## config.mk

```make
export PLATFORM = sky130hd
export DESIGN_NAME = btn_conditioner
export DESIGN_NICKNAME = d
export VERILOG_FILES = /design/src/rtl/btn_conditioner.sv
export SDC_FILE = /design/constraint.sdc
export NUM_CORES = 1
export LEC_CHECK = 0
export ABC_CLOCK_PERIOD_IN_PS = 7900
export BUFFER_PORTS_ARGS = -buffer_cell sky130_fd_sc_hd__buf_2
export CELL_PAD_IN_SITES_DETAIL_PLACEMENT = 1
export CELL_PAD_IN_SITES_GLOBAL_PLACEMENT = 1
export CORE_ASPECT_RATIO = 1.2
export CORE_MARGIN = 2
export CORE_UTILIZATION = 55
export CTS_BUF_LIST = sky130_fd_sc_hd__clkbuf_4 sky130_fd_sc_hd__clkbuf_8
export DETAILED_ROUTE_END_ITERATION = 10
export GPL_TIMING_DRIVEN = 1
export PLACE_DENSITY = 0.9
export SLEW_MARGIN = 20
export SYNTH_ARGS = -nofsm -noshare
export SYNTH_HDL_FRONTEND = slang
export SYNTH_SLANG_ARGS = --single-unit
```

## constraint.sdc

```tcl
create_clock -name clk -period 7.9 [get_ports clk]
set_clock_uncertainty 0.15 [all_clocks]
set_input_delay 0.79 -clock clk [delete_from_list [all_inputs] [get_ports clk]]
set_output_delay 0.79 -clock clk [all_outputs]
set_load 0.03 [all_outputs]
```

## src/rtl/btn_conditioner.sv

```systemverilog
// Push-button conditioner: per-channel synchroniser, counter debounce, press/release
// pulses and a typematic auto-repeat step pulse for held buttons.
module btn_conditioner #(
    parameter int unsigned       N_BTN        = 3,
    parameter int unsigned       DEBOUNCE_CYC = 20000,
    parameter int unsigned       REPEAT_DELAY = 500000,
    parameter int unsigned       REPEAT_RATE  = 100000,
    parameter logic [N_BTN-1:0]  REPEAT_MASK  = N_BTN'(3'b011),
    parameter int unsigned       CNT_W        = 20
) (
    input  logic             clk,
    input  logic             rst_n,
    input  logic [N_BTN-1:0] btn_raw,
    output logic [N_BTN-1:0] btn_level,
    output logic [N_BTN-1:0] btn_press,
    output logic [N_BTN-1:0] btn_release,
    output logic [N_BTN-1:0] btn_step
);

    typedef enum logic [1:0] {StIdle, StDelay, StRepeat} rep_state_e;

    localparam logic [CNT_W-1:0] DebLast   = CNT_W'(DEBOUNCE_CYC - 1);
    localparam logic [CNT_W-1:0] DelayLast = CNT_W'(REPEAT_DELAY - 1);
    localparam logic [CNT_W-1:0] RateLast  = CNT_W'(REPEAT_RATE - 1);
    localparam logic [CNT_W-1:0] CntOne    = CNT_W'(1);

    logic [N_BTN-1:0] sync1_q, sync2_q;

    always_ff @(posedge clk or negedge rst_n) begin
        if (!rst_n) begin
            sync1_q <= '0;
            sync2_q <= '0;
        end else begin
            sync1_q <= btn_raw;
            sync2_q <= sync1_q;
        end
    end

    for (genvar i = 0; i < N_BTN; i++) begin : g_ch
        logic [CNT_W-1:0] dcnt_q, dcnt_d;
        logic [CNT_W-1:0] rcnt_q, rcnt_d;
        logic             level_q, level_d;
        logic             press_q, release_q;
        logic             step_q, step_d;
        rep_state_e       state_q, state_d;

        always_comb begin
            level_d = level_q;
            dcnt_d  = '0;
            if (sync2_q[i] != level_q) begin
                if (dcnt_q == DebLast) begin
                    level_d = sync2_q[i];
                end else begin
                    dcnt_d = dcnt_q + CntOne;
                end
            end
        end

        // FSM looks at the level being registered so step lines up with press.
        always_comb begin
            state_d = state_q;
            rcnt_d  = rcnt_q;
            step_d  = 1'b0;
            if (!level_d) begin
                state_d = StIdle;
                rcnt_d  = '0;
            end else begin
                unique case (state_q)
                    StIdle: begin
                        if (!level_q) begin
                            step_d = 1'b1;
                            rcnt_d = '0;
                            if (REPEAT_MASK[i]) begin
                                state_d = StDelay;
                            end
                        end
                    end
                    StDelay: begin
                        if (rcnt_q == DelayLast) begin
                            step_d  = 1'b1;
                            rcnt_d  = '0;
                            state_d = StRepeat;
                        end else begin
                            rcnt_d = rcnt_q + CntOne;
                        end
                    end
                    StRepeat: begin
                        if (rcnt_q == RateLast) begin
                            step_d = 1'b1;
                            rcnt_d = '0;
                        end else begin
                            rcnt_d = rcnt_q + CntOne;
                        end
                    end
                    default: begin
                        state_d = StIdle;
                        rcnt_d  = '0;
                    end
                endcase
            end
        end

        always_ff @(posedge clk or negedge rst_n) begin
            if (!rst_n) begin
                dcnt_q    <= '0;
                rcnt_q    <= '0;
                level_q   <= 1'b0;
                press_q   <= 1'b0;
                release_q <= 1'b0;
                step_q    <= 1'b0;
                state_q   <= StIdle;
            end else begin
                dcnt_q    <= dcnt_d;
                rcnt_q    <= rcnt_d;
                level_q   <= level_d;
                press_q   <= level_d & ~level_q;
                release_q <= ~level_d & level_q;
                step_q    <= step_d;
                state_q   <= state_d;
            end
        end

        assign btn_level[i]   = level_q;
        assign btn_press[i]   = press_q;
        assign btn_release[i] = release_q;
        assign btn_step[i]    = step_q;
    end

endmodule

```

== Word level (Yosys, flattened, before mapping) ==
Index checks and enable logic that the tools add are counted.

* Flip-flop bits (word level): 144
* Latch bits: 0
* Memory bits (writable): 0
* Bits in read-only memories: 0
* Input bits: 5
* Output and inout port bits: 12
* Memories: 0

* $add $sub $neg: 6
* $mul: 0
* Div/mod/pow operators: 0
* Magnitude comparators: 0
* Equality and inequality tests: 27
* Shift operators: 0
* Mux-type cells: 53
* Bitwise operators: 12
* Reductions and logical operators: 7

{| class="wikitable"
|+ Operators by type and width
! operator !! count
|-
| $mux 20 || 18
|-
| $pmux 20 s3 || 3
|-
| $add 20x1->20 const B || 6
|-
| $eq 20x15->1 const B || 3
|-
| $eq 20x17->1 const B || 3
|-
| $eq 20x19->1 const B || 3
|-
| $mux 1 || 18
|-
| $ne 3x3->1 const B || 6
|-
| $mux 2 || 8
|-
| $pmux 2 s3 || 2
|-
| $pmux 1 s3 || 3
|-
| $and 1x1->1 || 6
|-
| $eq 2x1->1 const B || 3
|-
| $eq 2x2->1 const B || 3
|-
| $logic_not 2->1 || 3
|-
| $ne 2x2->1 const B || 3
|-
| $not 1->1 || 6
|-
| $reduce_and 3->1 || 2
|-
| $pmux 2 s2 || 1
|-
| $ne 1x1->1 || 3
|-
| $reduce_and 2->1 || 1
|-
| $reduce_or 2->1 || 1
|}

== Depth between registers and ports, before layout ==
Gate-level depths: netlist of run 1.

* Word-level depth: 5
* Mapped depth: 9
* Mapped depth without buffers: 7

== Worst setup path after synthesis of run 1 ==
OpenSTA, ideal clock, no wires.

* Path type: register to register
* Start point: reg g_ch[1].dcnt_q[15]
* End point: reg g_ch[1].rcnt_q[0]
* Library setup time: 0.066 ns
* Data arrival time: 2.483 ns
* Required time: 7.684 ns
* Slack: 5.202 ns
* Cell stages (with the launch flop): 9
* Buffers on the path: 2
* Clock period less this slack: 2.698 ns
* Path through: dfrtp_1 > or4b_1 > or4_1 > buf_2 > or3_1 > a221oi_2 > and2_1 > buf_4 > mux2_2

* Word-level cells in the longest chain between the ends: 4

{| class="wikitable"
|+ RTL lines
! element !! RTL line !! RTL
|-
| start: declaration || 40 || <nowiki>logic [CNT_W-1:0] dcnt_q, dcnt_d;</nowiki>
|-
| start signal: assignment || 113 || <nowiki>dcnt_q <= dcnt_d;</nowiki>
|-
| $eq 20x15->1 (*) || 51 || <nowiki>if (dcnt_q == DebLast) begin</nowiki>
|-
| $mux 1 (*) || 51 ||
|-
| $mux 1 (*) || 50 || <nowiki>if (sync2_q[i] != level_q) begin</nowiki>
|-
| $ne 3x3->1 (no source line) / $mux 20 (equally long branches) || - ||
|-
| end signal: assignment || 114 || <nowiki>rcnt_q <= rcnt_d;</nowiki>
|-
| end: declaration || 41 || <nowiki>logic [CNT_W-1:0] rcnt_q, rcnt_d;</nowiki>
|}

Every way passes the cells marked *; elsewhere a longest branch is shown, timed or not.
A chain may end at the register's enable or synchronous reset.

== Worst setup path in the final report of run 1 ==
* Start point: reg g_ch[1].dcnt_q[15]
* End point: reg g_ch[1].rcnt_q[17]

The elaborated chain is that of the path after synthesis.

==> results.py, run 1 <==
metrics = {
    "status": {
        "status": "complete, no violations",
    },
    "sta": {
        "rsz0062_at_grt": "false",
        "worst_pin_slew_ps": 867.2,
        "finalCriticalPeriod_ps": 3655,
        "setup_violations": 0,
        "hold_viol": 0,
        "slew_viol_final": 0,
        "max-slew-margin-rel_pct": 42.19,
        "tns_ps": 0,
        "fin_ws_ps": 4245,
        "fmax_ghz": 0.2736,
        "period_share_pct": 46.27,
    },
    "logic_synthesis": {
        "synthCells": 662,
        "ys_seq_area_share_pct": 48.06,
        "syn_area_sq_mm": 0.006300,
        "async_flop_share_pct": 100.0,
        "synth_flop_cell": "dfrtp_1",
        "syn_nets": 682,
        "synth-edff-count": 0,
        "synth_area_per_cell_sq_um": 9.516,
        "ys_ff_latch": 121,
        "synthDistinctLibCells": 54,
        "yosys_warnings": 0,
    },
    "floorplanning": {
        "start_util_pct": 56.82,
        "core-area_sq_mm": 0.01109,
        "io_pins": 17,
        "rows": 42,
        "die_area_sq_mm": 0.01233,
        "die_y_um": 121.2,
        "die_x_um": 101.7,
    },
    "global_routing": {
        "antenna_found_initial": 0,
        "grt_pass1_vias": 5485,
        "grt_max_degree": 66,
        "overflow": 0,
        "track_usage_pct": 28.70,
        "grt_pass1_wl_mm": 27.26,
    },
    "critical_path": {
        "endpoint_kind": "flop",
        "required_ps": 8140,
        "critPathKind": "reg -> reg",
        "reg2reg_from": "g_ch[1].dcnt_q[15]",
        "cp_max_fo": 12,
        "r2r_end": "g_ch[1].rcnt_q[17]",
        "r2r_cells": 6,
        "r2r_slack_ps": 4240,
        "setup.worst_path.end": "g_ch[1].rcnt_q[17]",
        "start_kind": "flop",
        "worstPathArrival_ps": 3890,
        "crit_path_start": "g_ch[1].dcnt_q[15]",
    },
    "clocking": {
        "clkTransAtPathRegs_ps": 80,
        "h-tree-depth": 4,
        "cts_tree": "done",
        "cts_setup_buffers": 0,
        "cts_sinks": 121,
        "cts_hold_buf": 0,
        "clk-insertion-delay-late_ps": 460,
        "clk_path_buf_depth": 2,
        "clock-root-buffer": "clkbuf_8",
        "cts_buffers": 17,
        "cts_resized": 0,
    },
    "pwr": {
        "comb_power_share_pct": 2.1,
        "p_leak_nw": 3.040,
        "swShare_pct": 20.89,
        "internal_power_w": 0.001044,
        "clock_power_share_pct": 50.1,
        "power_density_mw_per_mm2": 191.1,
        "p_sw_w": 0.0002757,
        "pwr-share-seq_pct": 47.8,
        "ir_drop_mv": 0.1432,
    },
    "layout": {
        "syn_to_final_growth_pct": 9.633,
        "nets": 692,
        "final_layout_size_suffix_gt1_share_pct": 9.503,
        "nFillCells": 1255,
        "multi_input_area_sq_mm": 0.002999,
        "regArea_sq_mm": 0.003028,
        "antenna_cells": 0,
    },
    "drt": {
        "ant_nets": 0,
        "drc_errors": 0,
        "wl_per_cell_um": 19.27,
        "vias": 5064,
        "first_iter_violations": 208,
        "drt-total-wl_mm": 16.15,
        "firstDrtPassIters": 7,
        "viasPerCell": 6.043,
    },
    "placed_design": {
        "pre_cts_ws_ps": 4422,
        "gp_congestion": 0.8561,
        "place_hpwl_mm": 10.71,
        "port_buffers": 16,
    },
    "job": {
        "cap_viol_max_count": 0,
    },
    "worst_hold_path": {
        "hp-class": "reg -> reg",
    },
}
-- power by group through the flow --
stage | Combinational, W | Clock [W] | Sequential [W]
2_1_floorplan | 0.0000115 | 0 | 0.000641
3_3_place_gp | 0.0000272 | 0 | 0.000641
3_5_place_dp | 0.0000286 | 0 | 0.000642
4_1_cts | 0.0000288 | 0.000672 | 0.000630
5_1_grt | 0.0000324 | 0.000697 | 0.000631
6_report | 0.0000276 | 0.000662 | 0.000631
-- Yosys cell counts, types with 9 or more instances --
library cell / n / area, sq um
and3_1: 13 / 81.33
dfrtp_1: 121 / 3028
nor3_1: 13 / 65.06
a21oi_1: 12 / 60.06
xnor2_1: 30 / 262.8
a22o_1: 14 / 122.6
nand2_1: 42 / 157.7
clkbuf_1: 12 / 45.04
nor4_1: 19 / 118.9
ha_1: 15 / 187.7
buf_4: 14 / 105.1
a21o_1: 9 / 67.56
nor2_1: 105 / 394.1
inv_1: 30 / 112.6
nand3_1: 49 / 245.2
nand4_1: 25 / 156.4
o21ai_0: 16 / 80.08
xor2_1: 33 / 289.0
-- layout by cell type (no fill, tap or decap), drive strengths merged, types with 15 or more instances in the layout --
master	count
clkbuf	23
nand4	25
nand2	42
xnor2	30
nand3	49
o21ai	16
nor4	19
dfrtp	121
inv	30
nor2	106
ha	15
buf	19
xor2	33
-- how the worst min path moves through the flow --
stage	start	end	slack, ps	cells past startpoint
floorplan	sync1_q[0]	sync2_q[0]	180	0
global route	sync1_q[1]	sync2_q[1]	210	0
finish	sync1_q[0]	sync2_q[0]	200	0
CTS	sync1_q[0]	sync2_q[0]	200	0
global placement	sync1_q[0]	sync2_q[0]	180	0
detailed placement	sync1_q[0]	sync2_q[0]	190	0
-- per-stage QoR --
stage,std cells,power (W),util [%],hold slack [ps],area [sq um]
after detailed placement,807,0.0006708,58.06,189.6,6437
after CTS,838,0.001331,62.29,204.3,6907
after global routing,838,0.001360,62.29,211.7,6907
after global placement,807,0.0006687,58.06,181.5,6437
final,838,0.001320,62.29,203.8,6907
after floorplan,662,0.0006523,-,181.2,6300
-- cell type report --
cell class | count | share of cell area, %
tap | 154 | 2.790
inverter | 30 | 1.630
clock buffer | 23 | 4.402
sequential | 121 | 43.84
multi-input combinational | 483 | 43.42
clock inverter | 8 | 2.391
timing repair buffer | 19 | 1.522
-- kinds of logic (layout without fill, tap and decap cells) --
logic type | count (synthesis) | in the layout | share of synthesized area (%)
adders and majority gates | 15 | 15 | 2.979
buffers and inverters | 58 | 80 | 4.330
DFF | 121 | 121 | 48.06
xor gates and xnor gates | 63 | 63 | 8.759
AOI/OAI and AO/OA | 81 | 81 | 9.613
and+or+nand+nor | 322 | 322 | 25.90
muxes | 2 | 2 | 0.3575
-- critical path: stages (launching register included) --
cell and delay, ps:
dfrtp_1 450, or4b_1 520, or4_1 560, or3_1 440, a221oi_2 770, and2_1 450
a22o_1 230
-- registers in the layout, indices dropped and copies added (netlist names) --
signal,flops
g_ch.dcnt_q,60
g_ch.release_q,3
sync2_q,3
g_ch.rcnt_q,40
g_ch.state_q,4
sync1_q,3
g_ch.level_q,3
g_ch.press_q,3
g_ch.step_q,2
-- routing by layer --
layer | GRT usage (%) | wire length, um
met4 | 14.44 | 547
met3 | 6.221 | 504
met5 | 0 | 0
met1 | 33.47 | 6694
met2 | 49.14 | 8404
No activity file was read; power rests on OpenSTA's default activity.
==> inputs of run 2 (changes only) <==
--- a/config.mk
+++ b/config.mk
@@ -5,17 +5,18 @@
 export SDC_FILE = /design/constraint.sdc
 export NUM_CORES = 1
 export LEC_CHECK = 0
-export ABC_CLOCK_PERIOD_IN_PS = 7900
+export ABC_AREA = 1
+export ABC_CLOCK_PERIOD_IN_PS = 3750
 export BUFFER_PORTS_ARGS = -buffer_cell sky130_fd_sc_hd__buf_2
 export CELL_PAD_IN_SITES_DETAIL_PLACEMENT = 1
 export CELL_PAD_IN_SITES_GLOBAL_PLACEMENT = 1
 export CORE_ASPECT_RATIO = 1.2
 export CORE_MARGIN = 2
-export CORE_UTILIZATION = 55
+export CORE_UTILIZATION = 48
 export CTS_BUF_LIST = sky130_fd_sc_hd__clkbuf_4 sky130_fd_sc_hd__clkbuf_8
 export DETAILED_ROUTE_END_ITERATION = 10
 export GPL_TIMING_DRIVEN = 1
-export PLACE_DENSITY = 0.9
+export PLACE_DENSITY = 0.84
 export SLEW_MARGIN = 20
 export SYNTH_ARGS = -nofsm -noshare
 export SYNTH_HDL_FRONTEND = slang
==> constraint.sdc (replaced) <==
create_clock -name clk -period 3.75 [get_ports clk]
set_clock_uncertainty 0.15 [all_clocks]
set_input_delay 0.375 -clock clk [delete_from_list [all_inputs] [get_ports clk]]
set_output_delay 0.375 -clock clk [all_outputs]
set_load 0.03 [all_outputs]
==> run 2 against run 1 <==
Cell count is 49% higher. Flip-flop and latch count stayed put. Combinational power grew to 2.6 times the previous value. Cell area is 17% higher. Global-route usage is 3.8 points lower. Synthesized cell count is 54% higher. Critical path depth is 4 higher. Largest power group is now sequential cells. Sequential power is 110% higher. Worst setup slack worse by 2800 ps. Non-clock buffer count is 7 higher. Clock power is 98% higher.
==> results.py, run 2 <==
metrics = {
    "status": {
        "status": "complete, no violations",
    },
    "logic_synthesis": {
        "ys_seq_area_share_pct": 40.67,
        "synth_most_common_cell": "nand2_1",
        "synth_flop_cell": "dfrtp_1",
        "synth_area_per_cell_sq_um": 7.313,
        "synthCells": 1018,
        "synth_top_area_share_pct": 40.67,
        "synthTopCellsByCount": "nand2_1, nor2_1, dfrtp_1, inv_1, nand3_1",
        "synth-edff-count": 0,
        "async_flop_share_pct": 100.0,
        "ys_ff_latch": 121,
        "syn_area_sq_mm": 0.007445,
        "synthDistinctLibCells": 40,
        "netlist_top_cells_area": "dfrtp_1, nand2_1, nor2_1",
        "yosys_warnings": 0,
        "syn_nets": 1038,
        "yosysTopAreaCell": "dfrtp_1",
    },
    "sta": {
        "hold-worst-slack_ps": 202.3,
        "fin_ws_ps": 1420,
        "worst_pin_slew_ps": 839.0,
        "hold_viol": 0,
        "fmax_ghz": 0.4292,
        "tns_ps": 0,
        "slew_viol_final": 0,
        "rsz0062_at_grt": "false",
        "finalCriticalPeriod_ps": 2330,
        "period_share_pct": 62.14,
        "setup_violations": 0,
        "max-slew-margin-rel_pct": 44.07,
    },
    "job": {
        "cap_viol_max_count": 0,
    },
    "critical_path": {
        "start_kind": "flop",
        "endpoint_kind": "flop",
        "critPathKind": "reg -> reg",
        "worstPathArrival_ps": 2510,
        "required_ps": 3930,
        "cp_max_fo": 33,
    },
    "layout": {
        "largest_reg_flops": 60,
        "antenna_cells": 0,
        "final_layout_size_suffix_gt1_share_pct": 9.579,
        "reg_top3": "g_ch.dcnt_q: 60 flops, g_ch.rcnt_q: 40 flops, g_ch.state_q: 4 flops",
        "final_cell_mix": "nand2_1, nor2_1, inv_1, dfrtp_1, nand3_1",
        "instances_no_fill": 1248,
        "nets": 1052,
        "syn_to_final_growth_pct": 8.706,
        "largest-register": "g_ch.dcnt_q",
        "layout_commonest_cell": "nand2_1",
    },
    "global_routing": {
        "grt_pass1_vias": 7193,
        "antenna_found_initial": 0,
        "track_usage_pct": 24.89,
        "grt_max_degree": 60,
        "grt_pass1_wl_mm": 33.80,
        "overflow": 0,
    },
    "placed_design": {
        "pre_cts_ws_ps": 1421,
        "port_buffers": 16,
        "place_inst": 1213,
        "gp_congestion": 0.8356,
        "place_hpwl_mm": 14.11,
    },
    "drt": {
        "vias": 6625,
        "drt-total-wl_mm": 19.50,
        "viasPerCell": 5.308,
        "ant_nets": 0,
        "drc_errors": 0,
        "firstDrtPassIters": 4,
        "first_iter_violations": 348,
        "wl_per_cell_um": 15.63,
    },
    "pwr": {
        "p_sw_w": 0.0005890,
        "internal_power_w": 0.002118,
        "swShare_pct": 21.76,
        "p_leak_nw": 3.715,
        "pwr-share-seq_pct": 48.9,
        "finalPower_w": 0.002707,
        "power_density_mw_per_mm2": 334.5,
        "ir_drop_mv": 0.1679,
        "clock_power_share_pct": 48.4,
        "comb_power_share_pct": 2.7,
    },
    "floorplanning": {
        "rows": 49,
        "die_y_um": 140.4,
        "start_util_pct": 49.36,
        "die_area_sq_mm": 0.01653,
        "core-area_sq_mm": 0.01508,
        "die_x_um": 117.7,
        "io_pins": 17,
    },
    "clocking": {
        "clk_path_buf_depth": 2,
        "clock-root-buffer": "clkbuf_8",
        "cts_buffers": 17,
        "cts_sinks": 121,
        "h-tree-depth": 4,
        "clk-insertion-delay-late_ps": 450,
        "cts_tree": "done",
        "cts_setup_buffers": 0,
        "clkTransAtPathRegs_ps": 80,
    },
    "worst_hold_path": {
        "hp-class": "reg -> reg",
    },
}
[run 2: cell types whose count changed after synthesis, moves of 18 or more]
cell | before | now
nand3_1 | 49 | 88
xnor2_1 | 30 | 12
nand2_1 | 42 | 238
nor2_1 | 105 | 162
inv_1 | 30 | 121
nand4_1 | 25 | 47
nor3_1 | 13 | 37
[run 2: per-stage QoR]
stage,instance area (sq um),utilization (%)
floorplan,7445,-
global placement,7617,50.51
detailed placement,7617,50.51
CTS,8093,53.66
global route,8093,53.66
finish,8093,53.66
[run 2: cell type report]
cell class                      instances  area [sq um]
Tap cell                              204         255.2
Timing Repair Buffer                   26         167.7
Fill cell                            1972          6989
Clock inverter                          9         145.1
Multi-Input combinational cell        739          3730
Clock buffer                           22         290.3
Inverter                              127         476.7
Sequential cell                       121          3028
[run 2: what timing repair did]
action / CTS / global route
gates resized for setup: 0 / 0
hold buffers: 4 / 0
hold endpoints to repair: 58 / 0
[run 2: logic make-up (layout without fill, tap and decap cells)]
kind of cell	Yosys count	count (layout)	synth area share [%]
AND/OR/NAND/NOR	636	636	39.43
buffers and inverters	158	184	9.227
flip-flops	121	121	40.67
AO/OA/AOI/OAI	49	49	3.563
XOR/XNOR	39	39	4.588
adder cells (fa/ha/maj)	15	15	2.521
[run 2: path summary, 6_finish.rpt]
check,from,end,slack (ps),depth (start not counted)
worst max-delay path,g_ch[1].dcnt_q[0],g_ch[1].rcnt_q[19],1420,10
worst min-delay path,sync1_q[1],sync2_q[1],200,0
worst max register to register,g_ch[1].dcnt_q[0],g_ch[1].rcnt_q[19],1420,10
worst min register to register,sync1_q[1],sync2_q[1],200,0
max in group asynchronous,rst_n,g_ch[2].dcnt_q[12],2200,3
min in group asynchronous,rst_n,g_ch[0].dcnt_q[15],420,2
[run 2: routing by layer]
layer	vias up	GRT usage, %	share of wire (%)
met2	71	45.35	52
met5	-	0	0
met4	0	7.926	1.3
li1	3271	-	-
met1	3261	29.85	44
met3	22	4.235	2.1
[run 2: power groups by stage]
stage,Sequential (W),Combinational (W),Clock (W)
floorplan,0.00135,0.0000266,0
global placement,0.00135,0.0000683,0
detailed placement,0.00135,0.0000719,0
CTS,0.00132,0.0000753,0.00134
global route,0.00133,0.0000831,0.00140
finish,0.00132,0.0000729,0.00131
[run 2: worst max-delay path: stages, from the launching register on]
cell     delay [ps]
dfrtp_1         440
ha_1            240
nand2_2         100
nor2_4          160
inv_2            50
nor2_2          110
nand3_2         120
nand2_4         290
inv_2           200
nor2_4          260
nor2_1           80
